--- src/rtl/mmio_voice_ctrl.sv ---
// Memory-mapped voice controller: per-voice frequency words, note lifecycle FSMs with a timed
// release phase, plus free-running cycle/instruction counters, all behind a simple load/store bus.
module mmio_voice_ctrl #(
    parameter int unsigned NUM_VOICES     = 4,
    parameter int unsigned FCW_WIDTH      = 24,
    parameter int unsigned RELEASE_CYCLES = 1024
) (
    input  logic                            clk,
    input  logic                            rst_n,
    input  logic                            en,
    input  logic [15:0]                     addr,
    input  logic [2:0]                      mmap_sel,
    input  logic [31:0]                     wdata,
    input  logic                            inst_inc,
    output logic [31:0]                     rdata,
    output logic                            rvalid,
    output logic [NUM_VOICES*FCW_WIDTH-1:0] fcw,
    output logic [NUM_VOICES-1:0]           note_start,
    output logic [NUM_VOICES-1:0]           note_release,
    output logic [NUM_VOICES-1:0]           note_reset,
    output logic [NUM_VOICES-1:0]           voice_active,
    output logic                            synth_rst
);

    localparam int unsigned CntW = (RELEASE_CYCLES > 1) ? $clog2(RELEASE_CYCLES) : 1;
    localparam logic [CntW-1:0] CntLoad = CntW'(RELEASE_CYCLES - 1);

    localparam logic [15:0] AddrCycle    = 16'h0010;
    localparam logic [15:0] AddrInst     = 16'h0014;
    localparam logic [15:0] AddrCntClr   = 16'h0018;
    localparam logic [15:0] AddrSynthRst = 16'h0100;

    localparam logic [4:0] OffFcw      = 5'h00;
    localparam logic [4:0] OffStart    = 5'h04;
    localparam logic [4:0] OffRelease  = 5'h08;
    localparam logic [4:0] OffFinished = 5'h0C;
    localparam logic [4:0] OffReset    = 5'h10;
    localparam logic [4:0] OffState    = 5'h14;

    typedef enum logic [1:0] {
        StIdle      = 2'd0,
        StActive    = 2'd1,
        StReleasing = 2'd2,
        StFinished  = 2'd3
    } voice_state_e;

    voice_state_e         state_q   [NUM_VOICES];
    voice_state_e         state_d   [NUM_VOICES];
    logic [CntW-1:0]      rel_cnt_q [NUM_VOICES];
    logic [CntW-1:0]      rel_cnt_d [NUM_VOICES];
    logic [FCW_WIDTH-1:0] fcw_q     [NUM_VOICES];
    logic [FCW_WIDTH-1:0] fcw_d     [NUM_VOICES];

    logic [NUM_VOICES-1:0] fin_flag_q, fin_flag_d;
    logic [NUM_VOICES-1:0] note_start_q, note_start_d;
    logic [NUM_VOICES-1:0] note_release_q, note_release_d;
    logic [NUM_VOICES-1:0] note_reset_q, note_reset_d;
    logic                  synth_rst_q, synth_rst_d;
    logic [31:0]           cycle_cnt_q, cycle_cnt_d;
    logic [31:0]           inst_cnt_q, inst_cnt_d;
    logic [31:0]           rdata_q, rdata_d;
    logic                  rvalid_q, rvalid_d;

    logic                  load, store, voice_hit;
    logic [2:0]            voice_idx;
    logic [4:0]            voice_off;
    logic [31:0]           load_val;
    logic [NUM_VOICES-1:0] voice_sel, expiring;
    logic [NUM_VOICES-1:0] wr_fcw, wr_start, wr_release, wr_reset, rd_fin;
    logic                  unused_wdata;

    assign unused_wdata = ^wdata;

    always_comb begin
        load      = en && (mmap_sel == 3'd1);
        store     = en && (mmap_sel == 3'd2);
        voice_idx = addr[7:5];
        voice_off = addr[4:0];
        voice_hit = (addr[15:8] == 8'h10) && (32'(voice_idx) < NUM_VOICES);
    end

    // Per-voice access strobes; expiring marks the last cycle of a release.
    always_comb begin
        for (int v = 0; v < NUM_VOICES; v++) begin
            voice_sel[v]  = voice_hit && (voice_idx == 3'(v));
            wr_fcw[v]     = store && voice_sel[v] && (voice_off == OffFcw);
            wr_start[v]   = store && voice_sel[v] && (voice_off == OffStart);
            wr_release[v] = store && voice_sel[v] && (voice_off == OffRelease);
            wr_reset[v]   = store && voice_sel[v] && (voice_off == OffReset);
            rd_fin[v]     = load && voice_sel[v] && (voice_off == OffFinished);
            expiring[v]   = (state_q[v] == StReleasing) && (rel_cnt_q[v] == '0);
        end
    end

    always_comb begin
        load_val = '0;
        if (addr == AddrCycle) begin
            load_val = cycle_cnt_q;
        end else if (addr == AddrInst) begin
            load_val = inst_cnt_q;
        end
        for (int v = 0; v < NUM_VOICES; v++) begin
            if (voice_sel[v]) begin
                case (voice_off)
                    OffFcw:      load_val = 32'(fcw_q[v]);
                    // A flag being set this very cycle reads as 0 and survives for the next read.
                    OffFinished: load_val = {31'b0, fin_flag_q[v] & ~expiring[v]};
                    OffState:    load_val = {30'b0, state_q[v]};
                    default:     load_val = '0;
                endcase
            end
        end
    end

    always_comb begin
        cycle_cnt_d    = cycle_cnt_q + 32'd1;
        inst_cnt_d     = inst_cnt_q + {31'b0, inst_inc};
        rvalid_d       = load;
        rdata_d        = load ? load_val : rdata_q;
        synth_rst_d    = 1'b0;
        note_start_d   = '0;
        note_release_d = '0;
        note_reset_d   = '0;
        fin_flag_d     = fin_flag_q;
        for (int v = 0; v < NUM_VOICES; v++) begin
            state_d[v]   = state_q[v];
            rel_cnt_d[v] = rel_cnt_q[v];
            fcw_d[v]     = fcw_q[v];
        end

        if (store && (addr == AddrCntClr)) begin
            cycle_cnt_d = '0;
            inst_cnt_d  = '0;
        end

        for (int v = 0; v < NUM_VOICES; v++) begin
            if (rd_fin[v]) begin
                fin_flag_d[v] = 1'b0;
            end
            if (wr_fcw[v]) begin
                fcw_d[v] = wdata[FCW_WIDTH-1:0];
            end
            // Explicit commands take priority over a release expiring in the same cycle.
            if (wr_start[v]) begin
                state_d[v]      = StActive;
                rel_cnt_d[v]    = '0;
                note_start_d[v] = 1'b1;
            end else if (wr_release[v] && (state_q[v] == StActive)) begin
                state_d[v]        = StReleasing;
                rel_cnt_d[v]      = CntLoad;
                note_release_d[v] = 1'b1;
            end else if (wr_reset[v]) begin
                state_d[v]      = StIdle;
                rel_cnt_d[v]    = '0;
                fin_flag_d[v]   = 1'b0;
                note_reset_d[v] = 1'b1;
            end else if (state_q[v] == StReleasing) begin
                if (expiring[v]) begin
                    state_d[v]    = StFinished;
                    fin_flag_d[v] = 1'b1;
                end else begin
                    rel_cnt_d[v] = rel_cnt_q[v] - CntW'(1);
                end
            end
        end

        if (store && (addr == AddrSynthRst)) begin
            synth_rst_d = 1'b1;
            fin_flag_d  = '0;
            for (int v = 0; v < NUM_VOICES; v++) begin
                state_d[v]   = StIdle;
                rel_cnt_d[v] = '0;
                fcw_d[v]     = '0;
            end
        end
    end

    always_ff @(posedge clk) begin
        if (!rst_n) begin
            fin_flag_q     <= '0;
            note_start_q   <= '0;
            note_release_q <= '0;
            note_reset_q   <= '0;
            synth_rst_q    <= 1'b0;
            cycle_cnt_q    <= '0;
            inst_cnt_q     <= '0;
            rdata_q        <= '0;
            rvalid_q       <= 1'b0;
            for (int v = 0; v < NUM_VOICES; v++) begin
                state_q[v]   <= StIdle;
                rel_cnt_q[v] <= '0;
                fcw_q[v]     <= '0;
            end
        end else begin
            fin_flag_q     <= fin_flag_d;
            note_start_q   <= note_start_d;
            note_release_q <= note_release_d;
            note_reset_q   <= note_reset_d;
            synth_rst_q    <= synth_rst_d;
            cycle_cnt_q    <= cycle_cnt_d;
            inst_cnt_q     <= inst_cnt_d;
            rdata_q        <= rdata_d;
            rvalid_q       <= rvalid_d;
            for (int v = 0; v < NUM_VOICES; v++) begin
                state_q[v]   <= state_d[v];
                rel_cnt_q[v] <= rel_cnt_d[v];
                fcw_q[v]     <= fcw_d[v];
            end
        end
    end

    always_comb begin
        for (int v = 0; v < NUM_VOICES; v++) begin
            fcw[v*FCW_WIDTH +: FCW_WIDTH] = fcw_q[v];
            voice_active[v] = (state_q[v] == StActive) || (state_q[v] == StReleasing);
        end
    end

    assign rdata        = rdata_q;
    assign rvalid       = rvalid_q;
    assign note_start   = note_start_q;
    assign note_release = note_release_q;
    assign note_reset   = note_reset_q;
    assign synth_rst    = synth_rst_q;

endmodule

--- config.mk ---
export PLATFORM = sky130hd
export DESIGN_NAME = mmio_voice_ctrl
export DESIGN_NICKNAME = d
export VERILOG_FILES = /design/src/rtl/mmio_voice_ctrl.sv
export SDC_FILE = /design/constraint.sdc
export NUM_CORES = 1
export LEC_CHECK = 0
export CAP_MARGIN = 5
export CORE_AREA = 4 4 154 156
export CTS_CLUSTER_SIZE = 10
export DETAILED_ROUTE_END_ITERATION = 12
export DIE_AREA = 0 0 158 160
export GPL_ROUTABILITY_DRIVEN = 0
export PLACE_DENSITY = 0.8
export SLEW_MARGIN = 20
export SYNTH_ARGS = -nofsm -noshare
export SYNTH_HDL_FRONTEND = slang
export SYNTH_SLANG_ARGS = --single-unit
--- constraint.sdc ---
create_clock -name clk -period 2.8 [get_ports clk]
set_input_delay 0.84 -clock clk [delete_from_list [all_inputs] [get_ports clk]]
set_output_delay 0.84 -clock clk [all_outputs]
set_load 0.1 [all_outputs]
Word level (Yosys, flattened, before mapping)
Memory sizes are Yosys's and may differ from the RTL's.
Index checks and enable logic that the tools add are counted.
- reduce and logical (&&, ||, !) cells: 65
- add/subtract/negate cells: 6
- bitwise operators: 21
- $lt $le $gt $ge: 1
- equal/unequal tests: 23
- mux-type cells: 108
- operators by type and width (cell ; number):
    one-hot mux 24 bit (3 select lines) ; 4
    two-way mux 10 bit ; 24
    two-way mux 24 bit ; 8
    two-way mux 32 bit ; 6
    two-way mux 96 bit ; 1
    equality test 16 x 5 -> 1 bit, second input constant ; 3
    two-way mux 2 bit ; 24
    logical AND 1 bit ; 45
    zero test 10 bit ; 4
    two-way mux 40 bit ; 1
    subtractor 10 x 1 -> 10 bit, second input constant ; 4
    two-way mux 1 bit ; 39
    adder 32 x 1 -> 32 bit ; 1
    adder 32 x 1 -> 32 bit, second input constant ; 1
    equality test 16 x 9 -> 1 bit, second input constant ; 1
    OR 1 bit ; 12
    OR reduction 2 bit ; 6
    OR reduction 3 bit ; 4
    equality test 5 x 4 -> 1 bit, second input constant ; 2
    equality test 5 bit, second input constant ; 2
    equality test 3 x 2 -> 1 bit, second input constant ; 3
    equality test 2 x 1 -> 1 bit, second input constant ; 4
    equality test 2 bit, second input constant ; 4
    equality test 8 x 5 -> 1 bit, second input constant ; 1
    other kinds (9) ; 20
- bits of input ports: 55
- memories kept: 3
- word-level logic and storage cells: 242
- output and inout port bits: 146
- register bits: 114
- bits in writable memories: 144
- memory list (memory ; depth ; width ; rd ports ; clocked after memory_dff ; wr ports ; RTL line ; text):
    fcw_q ; 4 ; 24 ; 4 ; 0 ; 4 ; 51 ; logic [FCW_WIDTH-1:0] fcw_q [NUM_VOICES];
    rel_cnt_q ; 4 ; 10 ; 4 ; 0 ; 4 ; 49 ; logic [CntW-1:0] rel_cnt_q [NUM_VOICES];
    state_q ; 4 ; 2 ; 4 ; 0 ; 4 ; 47 ; voice_state_e state_q [NUM_VOICES];

Depth between registers and ports, before layout
Gate-level depths: netlist of the first run.
- depth after elaboration: 11
- depth in mapped cells: 8

Worst setup path before layout of the first run
No wires, ideal clock.
- path type: input port to flip-flop
- start: input port addr[3]
- end: memory rel_cnt_q[3][0] (netlist name)
- cell stages on the path: 7
- path slack: 0.225 ns
- required time: 2.667 ns
- arrival time: 2.443 ns
- library setup time: 0.133 ns
- cell sequence: buf_6 -> or3_4 -> or3_1 -> or4_1 -> buf_2 -> nand3_4 -> a21oi_1
- RTL lines (item ; RTL line ; text):
    start, declared ; 11 ; input logic [15:0] addr,
    end, declared ; 49 ;

Worst setup path after layout of the first run
- start: input port addr[7]
- end: register rdata_q[18], in the netlist rdata[18]
- word-level cells in the longest chain between the ends: 7
- ends and longest elaborated chain (item ; RTL line ; text):
    equality test 16 x 5 -> 1 bit or less-than comparator 3 bit (tied branches) ; 99, 79 ;
    two-way mux 32 bit or logical AND 1 bit (tied branches) ; 99, 79 ;
    two-way mux 32 bit or logical AND 1 bit (tied branches) ; 97, 85 ;
    two-way mux 32 bit (3 in a row) ; 103 ; if (voice_sel[v]) begin
    two-way mux 32 bit * ; 103 ;
    end signal, assigned ; 202 ; rdata_q <= rdata_d;
    end, declared ; 61 ; logic [31:0] rdata_q, rdata_d;
Mark *: on every way between the ends. The rest lies on a longest branch, timed or not.
A chain may end at the register's enable or synchronous reset.

==> results of run 1 <==
-- per-stage QoR --
step                utilization, %  setup TNS, ns  instances  power, mW
floorplan                        -              0       1441       4.15
global placement              66.7         -46.29       1987       4.43
detailed placement            66.7         -52.98       1987       4.44
CTS                           70.4              0       2022       7.84
global route                  70.4              0       2022       8.02
finish                        70.4              0       2022       7.82
-- worst max path at each step --
stage / from / endpoint / depth (start not counted)
2_1_floorplan: addr[3] / rel_cnt_q[3][0] / 7
3_5_place_dp: addr[9] / fcw_q[2][2] / 8
5_1_grt: addr[12] / rdata[18] / 8
6_report: addr[7] / rdata[18] / 8
4_1_cts: state_q[0][0] / voice_active[0] / 4
3_3_place_gp: mmap_sel[1] / rel_cnt_q[3][3] / 6
-- cell usage in the layout (no fill, tap or decap), drive strengths merged, types with 4 or more instances in the layout --
cell type / instances
a31o: 6
clkdlybuf4s50: 45
or4: 10
nor2b: 4
and3: 11
or3: 23
a222oi: 22
buf: 303
nor3: 31
and4: 10
nand3b: 4
nor4: 33
ha: 19
or2: 4
o211ai: 6
o21ai: 51
nor2: 94
o22ai: 6
xnor2: 35
nand4: 24
mux2i: 4
a31oi: 10
xor2: 33
and2: 10
a21oi: 187
inv: 40
nand3: 66
clkbuf: 32
nand2: 256
dfxtp: 258
a221oi: 20
mux2: 30
o31ai: 5
-- logic make-up after synthesis --
group / synth area share, %
xor gates and xnor gates: 4.98
muxes: 3.16
adders and majority gates: 1.99
AOI/OAI and AO/OA: 16.7
and+or+nand+nor: 25.5
buffers and inverters: 4.48
DFF: 43.2
-- metal layers --
layer / vias to the layer above / routed length [um] / track usage (%)
met2: 649 / 18500 / 48.4
li1: 5700 / - / -
met5: - / 0 / 0
met4: 0 / 1740 / 13.2
met1: 5775 / 15800 / 40.6
met3: 130 / 4220 / 7.10
-- state kept, by name (all words and copies together), names as in the netlist --
name and flops:
cycle_cnt_q 32, fcw_q 96, fin_flag_q 4, inst_cnt_q 32
note_release 4, note_reset 4, note_start 4, rdata 32
rel_cnt_q 40, rvalid 1, state_q 8, synth_rst 1
-- synthesized netlist by cell type (4+ instances only) --
library cell,count,area share (%)
nor4_1,25,1.3
and4_1,10,0.73
a21oi_1,187,7.8
nand4_1,21,1.1
buf_1,4,0.13
o22ai_1,6,0.31
a31oi_1,10,0.52
nor3_2,6,0.50
o211ai_1,6,0.38
and2_1,9,0.47
a221oi_1,20,1.5
or2_2,4,0.21
mux2i_1,4,0.33
dfxtp_1,258,43
nor2_1,93,2.9
a31o_2,6,0.44
and3_1,11,0.58
nor3_1,24,1.0
mux2_2,30,2.8
o21ai_1,5,0.21
nand3_1,64,2.7
or3_1,22,1.2
o21ai_0,46,1.9
nand3b_1,4,0.25
nor2b_1,4,0.21
xnor2_1,35,2.6
clkbuf_1,53,1.7
xor2_1,33,2.4
o31ai_1,5,0.31
or4_1,10,0.63
nand2_1,256,8.0
inv_1,40,1.3
buf_2,26,1.1
nor4_4,5,0.89
ha_1,19,2.0
a222oi_1,22,1.8
-- power by group through the flow --
stage,Sequential (mW),Combinational (mW),Clock (mW)
final,3.73,0.644,3.45
after global routing,3.73,0.678,3.61
after CTS,3.73,0.636,3.47
after detailed placement,3.81,0.632,0
after global placement,3.81,0.622,0
after floorplan,3.87,0.274,0
-- worst reg2reg max path: stages (launching register included) --
cell	delay, ns
dfxtp_1	0.32
inv_1	0.12
ha_1	0.18
or3b_2	0.51
o311ai_1	0.63
nor3_1	0.13
xnor2_1	0.17
a21oi_1	0.08
-- layout make-up --
class,instances,share of cell area [%]
Clock inverter,3,0.437
Timing Repair Buffer,348,18.5
Multi-Input combinational cell,1056,40.2
Clock buffer,32,4.82
Tap cell,285,2.27
Sequential cell,258,32.8
Inverter,40,0.954
==> impl_metrics.tcl, run 1 <==
set metrics [dict create \
    tightest_slew_ns 0.918 \
    syn_avg_cell_area_um2 8.30 \
    maxCapViolCount 0 \
    critPathMaxStageDelay_ns 0.49 \
    end_kind "flop" \
    synth_seq_area_share_pct 43.2 \
    ys.flop_type "dfxtp_1" \
    n_fill_cell 1730 \
    power.switching_mw 1.89 \
    ir_drop_uv 437 \
    cts.clk_slew.worst_paths_ns 0.06 \
    slew_headroom_pct 38.5 \
    die_x_um 158 \
    ios 201 \
    numCtsBuffers 30 \
    clk_latency_ns 0.57 \
    yosysUniqueCellTypes 71 \
    ant_nets 0 \
    cts_hold_buf 0 \
    critPathArrivalTime_ns 3.06 \
    combPwrFrac_pct 8.2 \
    row_count 55 \
    holdPathStages 2 \
    path_class "in2reg" \
    pwr-share-seq_pct 47.7 \
    clockRootBuffer "clkbuf_16" \
    drt-total-wl_mm 40.2 \
    antenna_found_initial 0 \
    diodes 0 \
    synth_enable_flop_cells 0 \
    design_area_mm2 0.0157 \
    multi_input_area_mm2 0.00633 \
    startpoint_type "primary input" \
    cts_tree "yes" \
    post_drt_wl_per_cell_um 19.9 \
    yosys_warnings 0 \
    min_from "rdata[24]" \
    layout_setup_ws_ns 0.208 \
    setup_viol 0 \
    syn-instance-count 1441 \
    yosys_register_bits 258 \
    cp.buffers_inverters 3 \
    r2r-end "rel_cnt_q[3][4]" \
    worstReg2RegStart "rel_cnt_q[3][0]" \
    grt_pass1_vias 12100 \
    drv_slew 0 \
    cts-resized-gates 0 \
    cts_sinks 258 \
    hold_path_end "rdata[24]" \
    power_density_mw_per_mm2 497 \
    crit_fanout 17 \
    hold_class "reg2reg" \
    drt-initial-drc-count 1198 \
    fin_crit_sh_pct 92.6 \
    routed-via-count 12300 \
    portBuffers 192 \
    synth_nets 1515 \
    crit_slowest_cell "clkdlybuf4s50_1" \
    status "complete, no violations" \
    cts_max_level 1 \
    areaGrowthSynthToFinish_pct 31.6 \
    overflow 0 \
    path_cells "clkdlybuf4s50_1, nor4_1, nand3b_1, buf_4, nor3_2, buf_4, a222oi_1, o22ai_1" \
    track_usage_pct 30.8 \
    place_area_mm2 0.0149 \
    reg2reg_depth 7 \
    internal_power_mw 5.93 \
    grt_setup_unrepaired "false" \
    clk_path_buf_depth 3 \
    hold_violations 0 \
    fin_skew_ns 0.0183 \
    p_leak_nw 6.05 \
    drcViolationCount 0 \
    async_flop_share_pct 0 \
    post_cts_buffers 0 \
    critPathTopFamily "buffers and inverters" \
    grt_max_degree 50 \
    start_util_pct 53.5 \
    layout-drive-gt1-share_pct 23.5 \
    dieArea_mm2 0.0253 \
    holdWs_ns 0.455 \
    die_h_um 160 \
    ff2ff_setup_slack_ns 0.56 \
    via_per_inst 6.06 \
    fmax_mhz 386 \
    critPathRequiredTime_ns 3.27 \
    synthesis.area_mm2 0.0120 \
    grt_pass1_wl_mm 63.3 \
    clockPowerShare_pct 44.1 \
    finalCriticalPeriod_ns 2.59 \
    sw_frac_of_total_pct 24.1 \
    dp_slack_ns -0.310 \
    layout.nets 1808 \
    regArea_mm2 0.00516 \
    hpwl_mm 28.6 \
    dr.pass1.iters 9 \
    coreArea_mm2 0.0224 \
    path_common_cell "buf_4" \
]
Note: power is estimated with default switching activity, not from simulation.
==> inputs of run 2 (changes only) <==
Settings changed: RECOVER_POWER set to 25.
==> impl_metrics.tcl, run 2 (same netlist as run 1, synthesis figures left out) <==
set metrics [dict create \
    power.switching_mw 1.88 \
    areaGrowthSynthToFinish_pct 29.5 \
    portBuffers 192 \
    numCtsBuffers 30 \
    end_kind "flop" \
    grtUsageMet2_pct 48.4 \
    cts_sinks 258 \
    row_count 55 \
    ios 201 \
    coreArea_mm2 0.0224 \
    met3_usage_pct 7.10 \
    cts_max_level 1 \
    cts-resized-gates 0 \
    path_common_cell "buf_4" \
    start_util_pct 53.5 \
    p_total_mw 7.80 \
    hold_violations 0 \
    grt_pass1_vias 12100 \
    setup_viol 0 \
    crit_start "addr[12]" \
    startpoint_type "primary input" \
    post_cts_buffers 0 \
    power_density_mw_per_mm2 504 \
    internal_power_mw 5.93 \
    status "complete, no violations" \
    grt_setup_unrepaired "false" \
    clockPowerShare_pct 44.0 \
    cts_tree "yes" \
    crit_fanout 17 \
    critPathArrivalTime_ns 3.05 \
    critPathMaxStageDelay_ns 0.49 \
    cts_hold_buf 0 \
    fmax_mhz 387 \
    layout.nets 1808 \
    track_usage_pct 30.8 \
    gr-max-usage-layer "met2" \
    min_from "rdata[24]" \
    hold_class "reg2reg" \
    worstReg2RegStart "rel_cnt_q[3][0]" \
    drt-initial-drc-count 1265 \
    layout_commonest_cell "dfxtp_1" \
    fin_util_pct 69.3 \
    crit_slowest_cell "clkdlybuf4s50_1" \
    grt_max_degree 50 \
    path_class "in2reg" \
    combPwrFrac_pct 8.2 \
    routed-via-count 12200 \
    drv_slew 0 \
    top_register "fcw_q" \
    largest_reg_flops 96 \
    grt_pass1_wl_mm 63.3 \
    drt-total-wl_mm 40.2 \
    pwr-share-seq_pct 47.8 \
    clockRootBuffer "clkbuf_16" \
    critPathRequiredTime_ns 3.27 \
    cts.clk_slew.worst_paths_ns 0.06 \
    die_x_um 158 \
    met1_usage_pct 40.6 \
    cp.buffers_inverters 3 \
    dieArea_mm2 0.0253 \
    overflow 0 \
    maxCapViolCount 0 \
    hpwl_mm 28.6 \
    ir_drop_uv 434 \
    drcViolationCount 0 \
    critPathTopFamily "buffers and inverters" \
    finalCriticalPeriod_ns 2.59 \
    p_leak_nw 5.97 \
    antenna_found_initial 0 \
    tightest_slew_ns 0.923 \
    ant_nets 0 \
    diodes 0 \
    dr.pass1.iters 8 \
    layout_common_cells "258 x dfxtp_1, 256 x nand2_1, 187 x a21oi_1, 187 x buf_4, 100 x clkbuf_2" \
    clk_path_buf_depth 3 \
    fin_crit_sh_pct 92.3 \
    post_drt_wl_per_cell_um 19.9 \
    clk_latency_ns 0.56 \
    layout-drive-gt1-share_pct 23.5 \
    via_per_inst 6.03 \
    reg_top3 "fcw_q (96), rel_cnt_q (40)" \
    fin_skew_ns 0.0188 \
    sw_frac_of_total_pct 24.0 \
    slew_headroom_pct 38.2 \
    path_cells "clkdlybuf4s50_1, nor4_1, nand3b_1, buf_4, nor3_2, buf_4, a222oi_1, o22ai_1" \
    die_h_um 160 \
]
run 2: layout make-up:
type,count,area (um^2)
Clock inverter,3,68.8
Multi-Input combinational cell,1056,6330
Inverter,40,150
Fill cell,1809,6880
Tap cell,285,357
Sequential cell,258,5160
Timing Repair Buffer,348,2660
Clock buffer,32,758
run 2: worst paths after layout:
path | cells after the start | to | slack, ns
setup / recovery | 8 | rdata[18] | 0.21
hold / removal | 2 | rdata[24] | 0.45
hold reg to reg | 2 | rdata[24] | 0.45
setup reg to reg | 7 | rel_cnt_q[3][4] | 0.56
run 2: per-stage QoR:
stage	std cells	instance area (um^2)	setup WS, ns	setup TNS [ns]	hold WS, ns
floorplan	1441	12000	0.225	0	0.430
global placement	1987	14900	-0.245	-46.29	0.442
detailed placement	1987	14900	-0.310	-52.98	0.447
CTS	2022	15700	0.241	0	0.456
global route	2022	15500	0.0935	0	0.473
finish	2022	15500	0.214	0	0.455
run 2: worst register-to-register path, stage by stage (launching register included):
cell,delay [ns]
dfxtp_1,0.32
inv_1,0.12
ha_1,0.18
or3b_2,0.51
o311ai_1,0.63
nor3_1,0.13
xnor2_1,0.17
a21oi_1,0.08
run 2: power groups by stage:
stage          Combinational (mW)  Clock [mW]  Sequential, mW
4_1_cts                     0.636        3.47            3.73
6_report                    0.638        3.44            3.73
3_5_place_dp                0.632           0            3.81
2_1_floorplan               0.274           0            3.87
5_1_grt                     0.672        3.61            3.73
3_3_place_gp                0.622           0            3.81
run 2: layer usage:
metal,part of all wire (%),up-vias
met5,0,-
met4,4.5,0
met3,10,125
met2,46,627
met1,39,5737
li1,-,5704
